**config.mk**
```make
export PLATFORM = sky130hd
export DESIGN_NAME = arm_sequencer_flat
export DESIGN_NICKNAME = d
export VERILOG_FILES = /design/src/rtl/arm_sequencer_if.sv /design/src/rtl/arm_sequencer.sv /design/src/flat_wrapper.sv
export SDC_FILE = /design/constraint.sdc
export NUM_CORES = 1
export LEC_CHECK = 0
export CORE_MARGIN = 2
export CORE_UTILIZATION = 49
export DETAILED_ROUTE_END_ITERATION = 10
export GPL_ROUTABILITY_DRIVEN = 0
export GPL_TIMING_DRIVEN = 0
export PLACE_DENSITY = 0.9
export SLEW_MARGIN = 15
export SYNTH_ARGS = -nofsm -noshare
export SYNTH_HDL_FRONTEND = slang
export SYNTH_SLANG_ARGS = --single-unit
```
**constraint.sdc**
```tcl
create_clock -name clk -period 4.32 [get_ports clk]
set_input_delay 0.864 -clock clk [delete_from_list [all_inputs] [get_ports clk]]
set_output_delay 0.864 -clock clk [all_outputs]
set_load 0.005 [all_outputs]
```
**src/rtl/arm_sequencer_if.sv**
```systemverilog
`default_nettype none
// ============================================================================
// Module      : arm_sequencer_if
// Description : Bus bundle between the control sequencer, instruction memory,
//               register file and ALU. The sequencer is the controlling
//               (master) end; the datapath side uses the slave modport.
// Revision    : 1.0 - initial release
// ============================================================================
interface arm_sequencer_if #(
   parameter int PC_WIDTH = 8
);
   // Datapath to sequencer
   logic                run;
   logic [15:0]         imem_data;
   logic                alu_wen;
   logic [15:0]         alu_d_out;

   // Sequencer to datapath
   logic [PC_WIDTH-1:0] imem_addr;
   logic [4:0]          inst;
   logic [3:0]          state;
   logic [2:0]          rd_sel;
   logic [2:0]          rs_sel;
   logic                mul_start;
   logic                zero;
   logic                halted;

   modport master (
      input  run, imem_data, alu_wen, alu_d_out,
      output imem_addr, inst, state, rd_sel, rs_sel, mul_start, zero, halted
   );

   modport slave (
      output run, imem_data, alu_wen, alu_d_out,
      input  imem_addr, inst, state, rd_sel, rs_sel, mul_start, zero, halted
   );
endinterface
`default_nettype wire

```
**src/rtl/arm_sequencer.sv**
```systemverilog
`default_nettype none
// ============================================================================
// Module      : arm_sequencer
// Description : Multi-cycle control sequencer for the 16-bit Harvard core.
//               Fetches and latches instructions, walks the one-hot
//               FETCH/EXEC1/EXEC2/EXEC3 sequence, keeps the zero flag from
//               ALU write-backs and resolves branches and halt.
// Revision    : 1.0 - initial release
// ============================================================================
module arm_sequencer #(
   parameter int                  PC_WIDTH = 8,
   parameter logic [PC_WIDTH-1:0] RESET_PC = '0
) (
   input  wire logic       clk,
   input  wire logic       reset_n,
   arm_sequencer_if.master bus
);

   // One-hot execution phases; all-zero is the terminal HALT state
   typedef enum logic [3:0] {
      ST_HALT  = 4'b0000,
      ST_FETCH = 4'b0001,
      ST_EXEC1 = 4'b0010,
      ST_EXEC2 = 4'b0100,
      ST_EXEC3 = 4'b1000
   } state_t;

   localparam logic [4:0] c_op_b    = 5'b00001;
   localparam logic [4:0] c_op_bz   = 5'b00010;
   localparam logic [4:0] c_op_halt = 5'b00011;

   state_t              r_state;
   logic [PC_WIDTH-1:0] r_pc;
   logic [15:0]         r_ir;
   logic                r_zero;
   logic                r_halted;

   logic [4:0]          w_opcode;
   logic                w_is_ldr;
   logic                w_is_mul;
   logic                w_is_b;
   logic                w_is_bz;
   logic                w_is_halt;
   logic                w_take_branch;
   logic [PC_WIDTH-1:0] w_imm_ext;
   logic [PC_WIDTH-1:0] w_pc_inc;
   logic [PC_WIDTH-1:0] w_br_target;

   // Decode from the latched instruction so it is stable for every execute cycle
   assign w_opcode  = r_ir[15:11];
   assign w_is_ldr  = (w_opcode[4:1] == 4'b1110);
   assign w_is_mul  = (w_opcode[4:1] == 4'b1101);
   assign w_is_b    = (w_opcode == c_op_b);
   assign w_is_bz   = (w_opcode == c_op_bz);
   assign w_is_halt = (w_opcode == c_op_halt);

   // bz looks at the flag as registered, before any same-edge write-back
   assign w_take_branch = w_is_b | (w_is_bz & r_zero);

   // Sign-extend (or truncate) the 8-bit branch offset to the PC width
   generate
      if (PC_WIDTH > 8) begin : g_sext_wide
         assign w_imm_ext = {{(PC_WIDTH-8){r_ir[7]}}, r_ir[7:0]};
      end else if (PC_WIDTH == 8) begin : g_sext_exact
         assign w_imm_ext = r_ir[7:0];
      end else begin : g_sext_narrow
         assign w_imm_ext = r_ir[PC_WIDTH-1:0];
      end
   endgenerate

   // Both adders wrap naturally modulo 2^PC_WIDTH
   assign w_pc_inc    = r_pc + 1'b1;
   assign w_br_target = r_pc + w_imm_ext;

   // Sequencer state, program counter and instruction register
   always_ff @(posedge clk) begin
      if (!reset_n) begin
         r_state  <= ST_FETCH;
         r_pc     <= RESET_PC;
         r_ir     <= '0;
         r_halted <= 1'b0;
      end else begin
         case (r_state)
            ST_FETCH: begin
               if (bus.run) begin
                  r_ir    <= bus.imem_data;
                  r_state <= ST_EXEC1;
               end
            end
            ST_EXEC1: begin
               if (w_is_ldr || w_is_mul) begin
                  r_state <= ST_EXEC2;
               end else if (w_is_halt) begin
                  r_state  <= ST_HALT;
                  r_halted <= 1'b1;
               end else begin
                  r_pc    <= w_take_branch ? w_br_target : w_pc_inc;
                  r_state <= ST_FETCH;
               end
            end
            ST_EXEC2: begin
               if (w_is_mul) begin
                  r_state <= ST_EXEC3;
               end else begin
                  r_pc    <= w_pc_inc;
                  r_state <= ST_FETCH;
               end
            end
            ST_EXEC3: begin
               r_pc    <= w_pc_inc;
               r_state <= ST_FETCH;
            end
            ST_HALT: begin
               r_state <= ST_HALT;
            end
            default: begin
               r_state <= ST_FETCH;
            end
         endcase
      end
   end

   // Zero flag follows every ALU write-back, independent of sequencer state
   always_ff @(posedge clk) begin
      if (!reset_n) begin
         r_zero <= 1'b0;
      end else if (bus.alu_wen) begin
         r_zero <= (bus.alu_d_out == 16'h0000);
      end
   end

   assign bus.imem_addr = r_pc;
   assign bus.inst      = r_ir[15:11];
   assign bus.rd_sel    = r_ir[10:8];
   assign bus.rs_sel    = r_ir[7:5];
   assign bus.state     = r_state;
   assign bus.mul_start = (r_state == ST_EXEC1) & w_is_mul;
   assign bus.zero      = r_zero;
   assign bus.halted    = r_halted;

endmodule
`default_nettype wire

```
**src/flat_wrapper.sv**
```systemverilog
// flat-port wrapper written by rule: the top's interface ports become plain ports
module arm_sequencer_flat 
#(
   parameter int                  PC_WIDTH = 8,
   parameter logic [PC_WIDTH-1:0] RESET_PC = '0
)
  (clk, reset_n, bus_run, bus_imem_data, bus_alu_wen, bus_alu_d_out, bus_imem_addr, bus_inst, bus_state, bus_rd_sel, bus_rs_sel, bus_mul_start, bus_zero, bus_halted);
  arm_sequencer_if #(.PC_WIDTH(PC_WIDTH)) bus_i ();
  input  wire logic clk;
  input  wire logic reset_n;
  input wire logic [$bits(bus_i.run)-1:0] bus_run;
  input wire logic [$bits(bus_i.imem_data)-1:0] bus_imem_data;
  input wire logic [$bits(bus_i.alu_wen)-1:0] bus_alu_wen;
  input wire logic [$bits(bus_i.alu_d_out)-1:0] bus_alu_d_out;
  output wire logic [$bits(bus_i.imem_addr)-1:0] bus_imem_addr;
  output wire logic [$bits(bus_i.inst)-1:0] bus_inst;
  output wire logic [$bits(bus_i.state)-1:0] bus_state;
  output wire logic [$bits(bus_i.rd_sel)-1:0] bus_rd_sel;
  output wire logic [$bits(bus_i.rs_sel)-1:0] bus_rs_sel;
  output wire logic [$bits(bus_i.mul_start)-1:0] bus_mul_start;
  output wire logic [$bits(bus_i.zero)-1:0] bus_zero;
  output wire logic [$bits(bus_i.halted)-1:0] bus_halted;
  assign bus_i.run = bus_run;
  assign bus_i.imem_data = bus_imem_data;
  assign bus_i.alu_wen = bus_alu_wen;
  assign bus_i.alu_d_out = bus_alu_d_out;
  assign bus_imem_addr = bus_i.imem_addr;
  assign bus_inst = bus_i.inst;
  assign bus_state = bus_i.state;
  assign bus_rd_sel = bus_i.rd_sel;
  assign bus_rs_sel = bus_i.rs_sel;
  assign bus_mul_start = bus_i.mul_start;
  assign bus_zero = bus_i.zero;
  assign bus_halted = bus_i.halted;
  arm_sequencer #(.PC_WIDTH(PC_WIDTH), .RESET_PC(RESET_PC)) u_core (.clk(clk), .reset_n(reset_n), .bus(bus_i));
endmodule
```
==> results.tsv, run 1 <==
metric	value	unit
cell family with most CP delay	buffers and inverters	
fraction of final layout cells sized beyond drive strength 1	0.0993	
Vias/cell	5.48	
M2 GR Usage	0.455	
Main synth FF type	dfxtp_1	
Tot GR Track Use	0.261	
setup tns final	0	ps
postcts setup bufs	0	
most frequent cells in the layout	clkdlybuf4s50_1, nand2_1, dfxtp_1	
Layout Nets	346	
status	finished clean	
Die Height	65.1	microns
clk buf depth	2	
width of the die	65.1	microns
global-route wire length before repair	8.52	mm
leakage power	0.955	nW
CP endpoint kind	output port	
fraction of registers with async set/reset	0	
final cycle utilization of the critical path	0.653	
CP Cell Sequence	buf_2 > or4b_4 > nor2_1 > clkdlybuf4s50_1	
Core Area	3630	sq um
crit path kind	flop to output port	
number of synthesized register bits	30	
1st-pass router iterations	4	
Post-synth EDFFs	0	
post-route DRC violation count	0	
largest stage delay on the critical path	560	ps
Initial Util	0.503	
Worst Path Buf+Inv	2	
placed insts	342	
Final HPWL DP	3.81	mm
xor/xnor share of the synthesized area	0.0335	
Placement Cell Area	2500	sq um
Pins Over Slew Limit	0	
Synth Instances	233	
peak supply drop	0.000173	V
met3 usage	0.0729	
RSZ-0062 raised after global routing	false	
Worst-Margin Slew	524	ps
Final setup viols	0	
Overall Power	0.000678	W
Critical Path RT	3460	ps
Ys Warns	0	
Via Count	1918	
crit path max fanout	9	
syn_area_per_cell	7.85	sq um
clock root buffer	clkbuf_8	
PnR worst setup slack	1500	ps
Initial DRC Count	130	
CP arrival	1960	ps
Yosys cell types	48	
fraction of synthesized area in multiplexers	0.00548	
Cell Rows	22	
Clock Sink Count	30	
Max-slew headroom	0.646	
CTS tree	done	
port bufs	61	
largest net degree at the start of global routing	11	
Compound-Gate Fraction of Synth Area	0.185	
post-layout min period	2820	ps
post-synthesis adder-cell area fraction	0.0657	
Final Instance Area	2590	sq um
max cap viols	0	
Layout area overhead	41.7	%
worst slack, placed	1760	ps
Mapped Area	1830	sq um
Post-CTS Hold Fix Bufs	0	
post-synth top area share	0.329	
Filler cells	280	
Finished Layout Cells	350	
fmax	354	MHz
Top Usage Layer GRT	met2	
initial antenna violation count	0	
Reg clk slew, reported paths	70	ps
largest family of logic cells by synthesized area	simple AND/OR/NAND/NOR gates	
post-route ant nets	0	
number of I/O pins	62	
Routed wire per std cell	14.4	microns
total CTS buffers	5	
H-tree depth	2	
met1 Use GR	0.286	
Die ar.	4240	sq um
vias in the first global route	1916	
final WL	5.04	mm
register area share after synthesis	0.329	
Hold WC Path Type	flop to flop	
top area cells in the synthesized netlist	dfxtp_1, nand2_1, a21oi_1, ha_1, buf_4	
post-CTS resize count	0	
Congestion Overflow GR	0	
Clock Skews	11.7	ps
CP startpoint kind	flop	
slowest CP cell	or4b_4	
Fin. Hold Viols	0	
antenna cell count	0	
Pwr Density	262	nW/um^2
Synth area leader	dfxtp_1	
Worst-Skew Late Latency	300	ps
commonest non-fill, non-tap cell in the layout	clkdlybuf4s50_1	
post-synthesis net count	278	
Post-Synth Simple-Gate Area	0.283	
[registers in the layout, indices dropped and copies added, names as in the netlist]
| signal | count |
|---|---|
| u_core.bus.halted | 1 |
| u_core.bus.state | 4 |
| u_core.bus.imem_addr | 8 |
| u_core.bus.zero | 1 |
| u_core.r_ir | 16 |
[cell usage after synthesis (2+ instances only)]
cell type  count
nor2b_1        3
a21oi_1       25
nor4_1         7
nor3_1         8
nand2_1       42
o2111ai_1      2
nor2_1        18
a211oi_1       4
inv_1          7
nand4b_1       2
nor3b_1        2
buf_6          3
buf_4         11
o21ai_0        9
xnor2_1        6
or3_1          3
nand3_1        9
clkbuf_1       5
dfxtp_1       30
a21boi_0       2
ha_1           8
[tightest hold or removal path: cells and delay by family (launching register included)]
| kind | cells | cell delay (ps) |
|---|---|---|
| and+or+nand+nor | 1 | 50 |
| AOI/OAI and AO/OA | 1 | 50 |
| DFF | 1 | 310 |
[logic make-up (layout without fill, tap and decap cells)]
family	Yosys count	after routing
XOR/XNOR	7	7
AND/OR/NAND/NOR	105	105
AO/OA/AOI/OAI	53	53
adder cells (fa/ha/maj)	9	9
flip-flops	30	30
buffers and inverters	28	97
multiplexers	1	1
[path summary, 6_finish.rpt]
path | start | end | slack [ps] | cells past startpoint
max | u_core.bus.state[0] | bus_mul_start | 1500 | 4
min reg2reg | u_core.r_ir[4] | u_core.r_ir[4] | 460 | 2
max reg2reg | u_core.r_ir[12] | u_core.bus.imem_addr[7] | 2040 | 7
min | u_core.r_ir[4] | u_core.r_ir[4] | 460 | 2
[metrics by stage]
| step | utilization | hold WS, ps |
|---|---|---|
| 3_3_place_gp | 0.688 | 447 |
| 5_1_grt | 0.713 | 487 |
| 2_1_floorplan | - | 437 |
| 4_1_cts | 0.713 | 462 |
| 3_5_place_dp | 0.688 | 454 |
| 6_report | 0.713 | 462 |
[where the power goes]
| group | internal, W | switching, W | total [W] |
|---|---|---|---|
| clock network | 0.000128 | 0.000114 | 0.000243 |
| registers | 0.000289 | 0.0000135 | 0.000303 |
| logic | 0.0000776 | 0.0000547 | 0.000132 |
[routing by layer]
layer | wire length, microns | vias to the layer above
met3 | 290 | 21
li1 | - | 950
met4 | 168 | 0
met1 | 1970 | 872
met5 | 0 | -
met2 | 2610 | 75
[layout make-up]
| cell class | instances | area [sq um] | area share |
|---|---|---|---|
| plain buffers | 21 | 154 | 0.0594 |
| clock buffers | 7 | 86.3 | 0.0333 |
| clock inverters | 1 | 5.00 | 0.00193 |
| inverters | 7 | 26.3 | 0.0101 |
| multi-input cells | 175 | 1050 | 0.404 |
| flip-flops and latches | 30 | 601 | 0.232 |
| well taps | 48 | 60.1 | 0.0232 |
| repair buffers | 61 | 611 | 0.236 |
No activity file was read; power rests on OpenSTA's default activity.
==> inputs of run 2 (changes only) <==
Settings changed: CORE_UTILIZATION 49 to 41, PLACE_DENSITY 0.9 to 0.81.
Clock period 4.32 ns to 2.4 ns, I/O delays scaled along.
==> results.tsv, run 2 (synthesized netlist as in run 1, its figures left out) <==
metric	value	unit	change
Post-CTS Hold Fix Bufs	0		unchanged
Initial DRC Count	96		-26%
Clock Skews	11.7	ps	-0.0517 ps
1st-pass router iterations	4		unchanged
CP startpoint kind	flop		
Die Height	70.8	microns	+8.7%
largest net degree at the start of global routing	11		unchanged
final WL	4.75	mm	-5.7%
Filler cells	394		+41%
width of the die	70.8	microns	+8.7%
clock root buffer	clkbuf_8		
Fin. Hold Viols	0		unchanged
peak supply drop	0.000412	V	+140%
Placement Cell Area	2500	sq um	+0.20%
setup tns final	0	ps	unchanged
Clock Sink Count	30		unchanged
Via Count	1916		-0.10%
Reg clk slew, reported paths	70	ps	about the same
Pwr Density	465	nW/um^2	+78%
Biggest register	u_core.r_ir		
most frequent cells in the layout	clkdlybuf4s50_1, nand2_1, dfxtp_1		
Final Instance Area	2610	sq um	+0.77%
clk buf depth	2		unchanged
Core Area	4320	sq um	+19%
Multi-input gate area	1050	sq um	unchanged
Critical Path RT	2620	ps	-840 ps
Pins Over Slew Limit	0		unchanged
port bufs	61		unchanged
Hold WC Path Type	flop to flop		
CP endpoint kind	flop		
Routed wire per std cell	13.4	microns	-7.0%
Worst-Margin Slew	642	ps	+118 ps
Largest register FFs	16		unchanged
status	finished clean		
Vias/cell	5.40		-1.5%
max cap viols	0		unchanged
Cell Rows	24		+9.1%
Congestion Overflow GR	0		unchanged
crit path max fanout	10		+1
antenna cell count	0		unchanged
crit path kind	flop to flop		
CTS tree	done		
total CTS buffers	5		unchanged
final cycle utilization of the critical path	0.963		
Initial Util	0.423		-0.0804
H-tree depth	2		unchanged
fmax	432	MHz	
Layout area overhead	42.8	%	
fraction of final layout cells sized beyond drive strength 1	0.112		+0.0129
CP arrival	2530	ps	+570 ps
Tot GR Track Use	0.195		-0.0657
commonest non-fill, non-tap cell in the layout	clkdlybuf4s50_1		
Final HPWL DP	3.70	mm	-2.9%
vias in the first global route	1822		-4.9%
initial antenna violation count	0		unchanged
post-route DRC violation count	0		unchanged
Layout Nets	347		+0.29%
number of I/O pins	62		unchanged
post-route ant nets	0		unchanged
leakage power	0.965	nW	+1.1%
Final setup viols	0		unchanged
RSZ-0062 raised after global routing	false		
post-layout min period	2310	ps	
Reg area	603	sq um	+0.42%
global-route wire length before repair	7.96	mm	-6.6%
Max-slew headroom	0.567		-0.0794
Worst-Skew Late Latency	290	ps	about the same
Die ar.	5010	sq um	+18%
[run 2: cell count changes in the layout (fill, tap and decap cells not counted)]
| cell | change |
|---|---|
| buf_4 | +2 |
| dfxtp_1 | -2 |
| dfxtp_2 | +2 |
| buf_2 | -1 |
| clkbuf_1 | -1 |
| clkdlybuf4s50_1 | -1 |
| clkinvlp_4 | +1 |
| dlygate4sd2_1 | +1 |
[run 2: worst paths after layout]
kind / start / endpoint / slack (ps) / cells after the start
max: u_core.bus.state[0] / u_core.bus.imem_addr[7] / 90 / 9
min reg2reg: u_core.r_ir[3] / u_core.r_ir[3] / 460 / 2
max reg2reg: u_core.bus.state[0] / u_core.bus.imem_addr[7] / 90 / 9
min: u_core.r_ir[3] / u_core.r_ir[3] / 460 / 2
[run 2: per-layer routing]
| metal | global-route usage | up-vias | part of all wire |
|---|---|---|---|
| li1 | - | 954 | - |
| met1 | 0.237 | 897 | 0.44 |
| met2 | 0.328 | 52 | 0.50 |
| met3 | 0.0470 | 13 | 0.037 |
| met4 | 0.0860 | 0 | 0.021 |
| met5 | 0 | - | 0 |
[run 2: repair_timing]
action,CTS,global route
pin swaps,1,0
endpoints found under the setup margin,1,1
buffers inserted,1,0
resized for setup,1,4
[run 2: worst max-delay path, cell delays in order (launching register included)]
cell     delay, ps
dfxtp_1        330
buf_4          160
or4b_4         140
buf_4          120
nor3_1          50
or3_4          380
or2_1          230
buf_6          140
or4_4          510
a41oi_2        190
[run 2: final cells by class]
| cell class | instances | area share |
|---|---|---|
| multi-input combinational | 175 | 0.401 |
| timing repair buffer | 62 | 0.236 |
| sequential | 30 | 0.231 |
| buffer | 21 | 0.0599 |
| clock buffer | 6 | 0.0316 |
| tap | 52 | 0.0249 |
| inverter | 7 | 0.0101 |
| clock inverter | 2 | 0.00479 |
[run 2: report_power, final]
| part | switching [W] | internal (W) | leakage (nW) |
|---|---|---|---|
| logic | 0.0000963 | 0.000141 | 0.672 |
| clock network | 0.000201 | 0.000230 | 0.0472 |
| registers | 0.0000238 | 0.000521 | 0.245 |
| total | 0.000321 | 0.000892 | 0.965 |
[run 2: per-stage QoR]
stage          std cells   util  hold slack (ps)  setup WS [ps]  power (W)
5_1_grt              355  0.604              487           3.81    0.00127
4_1_cts              355  0.602              465           38.0    0.00122
3_5_place_dp         346  0.579              456            152   0.000790
6_report             355  0.604              461           87.7    0.00121
3_3_place_gp         346  0.579              448            179   0.000783
2_1_floorplan        233      -              437            245   0.000667
==> variant: new RTL, flow settings as in run 2 <==
Make the reset (`reset_n`) asynchronous in 2 clocked blocks.
--- a/src/rtl/arm_sequencer.sv
+++ b/src/rtl/arm_sequencer.sv
@@ -73,7 +73,7 @@
    assign w_br_target = r_pc + w_imm_ext;
 
    // Sequencer state, program counter and instruction register
-   always_ff @(posedge clk) begin
+   always_ff @(posedge clk or negedge reset_n) begin
       if (!reset_n) begin
          r_state  <= ST_FETCH;
          r_pc     <= RESET_PC;
@@ -121,7 +121,7 @@
    end
 
    // Zero flag follows every ALU write-back, independent of sequencer state
-   always_ff @(posedge clk) begin
+   always_ff @(posedge clk or negedge reset_n) begin
       if (!reset_n) begin
          r_zero <= 1'b0;
       end else if (bus.alu_wen) begin
Function: differs if reset_n is asserted again (counterexample within 4 cycles, from zero or initial values and one cycle with reset_n low); with reset_n held inactive, the same outputs for 10 cycles.
==> variant against run 2 <==
Final area down 1.1%. Fmax up 3.8%. Worst setup slack better by 85 ps. Synthesized area down 0.41%. Hold slack worse by 230 ps. Die area down 0.38%. Sequential cell count unchanged. Sequential share of layout area up 6.0 points. Routed wire length down 11%. Via count down 15%. Synthesized cell count down 22%. Critical path type is now flip-flop to primary output. Critical endpoint is now bus_mul_start. Highest routed layer unchanged.
Power is not compared: it rests on default switching activity, and its combinational part moved more than twofold at a synthesized area within 25%.
==> variant: results (changes against run 2) <==
| Metric | Value |
|---|---|
| Worst endpoint data arrival time | `1750 ps (was 2530 ps)` |
| Layout fillers | `406 (was 394)` |
| Vias in the first global route | `1635 (was 1822)` |
| Mean Syn Cell Area | `10.0 µm² (was 7.85 µm²)` |
| Layout cells sized above 1 | `17.1% (was 11.2%)` |
| Top-area cell type share of the netlist area | `39.9% (was 32.9%)` |
| Pre-CTS setup slack | `-65.6 ps (was 152 ps)` |
| Final net count | `295 (was 347)` |
| Cell area after placement | `2490 µm² (was 2500 µm²)` |
| R2r startpoint | `u_core.bus.imem_addr[0] (was u_core.bus.state[0])` |
| Worst path slowest cell | `clkdlybuf4s50_1 (was or4_4)` |
| 1st-iter DRT viols | `69 (was 96)` |
| Synth top area cells | `dfrtp_1 40%, mux2_2 9.3%, ha_1 5.5%, buf_4 4.9%, a21oi_1 3.8% (was dfxtp_1 33%, nand2_1 8.6%, a21oi_1 6.8%, ha_1 5.5%, buf_4 4.5%)` |
| Outcome | `finished clean (unchanged)` |
| Avg Vias per Cell | `5.37 (was 5.40)` |
| Syn nets | `227 (was 278)` |
| R2R Setup Slk | `240 ps (was 90 ps)` |
| Post-synth top cells | `29 x dfrtp_1, 15 x mux2_2, 14 x a21oi_1 (was 42 x nand2_1, 30 x dfxtp_1, 25 x a21oi_1)` |
| First-pass GRT wire length | `7220 µm (was 7960 µm)` |
| Worst hold margin | `232 ps (was 461 ps)` |
| Seq/Total Area, Yosys | `41.3% (was 32.9%)` |
| Tot GR Track Use | `18.2% (was 19.5%)` |
| Total Wirelength | `4240 µm (was 4750 µm)` |
| CP max FO | `6 (was 10)` |
| Max-slew headroom | `55.0% (was 56.7%)` |
| Pin count of the biggest net entering global routing | `31 (was 11)` |
| Clk_skew | `5.61 ps (was 11.7 ps)` |
| DPL Wire Length | `3260 µm (was 3700 µm)` |
| CTS-repair resized insts | `0 (was 1)` |
-- variant: cells by family after synthesis --
logic type,share of synthesized area (%)
AND/OR/NAND/NOR,18.0
AO/OA/AOI/OAI,15.8
flip-flops,41.3
buffers and inverters,6.53
multiplexers,9.83
adder cells (fa/ha/maj),6.60
XOR/XNOR,1.92
-- variant: how the worst max path moves through the flow --
stage	start	to	slack (ps)	cells past startpoint
detailed placement	bus_run	u_core.r_ir[6]	-70	5
floorplan	u_core.bus.imem_addr[0]	u_core.bus.imem_addr[6]	410	9
finish	u_core.bus.state[3]	bus_mul_start	170	4
global route	u_core.bus.state[3]	bus_mul_start	40	4
global placement	bus_run	u_core.r_ir[0]	-30	5
CTS	u_core.bus.state[3]	bus_mul_start	160	4
-- variant: final cells by class --
type                       count  area (µm²)  area share, %
sequential                    30         752           29.1
buffer                        14         100           3.88
inverter                       5        18.8          0.727
timing repair buffer          61         606           23.4
tap                           52        65.1           2.52
multi-input combinational    133         950           36.8
clock buffer                   7        86.3           3.34
clock inverter                 1        5.00          0.194
-- variant: layer usage --
metal / global-route usage [%] / vias up / wire length (µm)
li1: - / 794 / -
met1: 21.9 / 753 / 1740
met2: 30.7 / 76 / 2060
met3: 6.70 / 4 / 410
met4: 5.66 / 0 / 40
met5: 0 / - / 0
-- variant: power by group through the flow --
stage          Combinational, mW  Sequential [mW]  Clock [mW]
6_report                    1.69            0.976       0.425
3_3_place_gp                1.64            0.975           0
5_1_grt                     1.89             1.02       0.451
3_5_place_dp                1.70            0.986           0
4_1_cts                     1.71            0.978       0.433
2_1_floorplan               1.09            0.924           0
-- variant: critical path, delay by kind of cell (launching register included) --
family,cells,cell delay (ps)
DFF,1,480
and+or+nand+nor,3,480
buffers and inverters,1,510
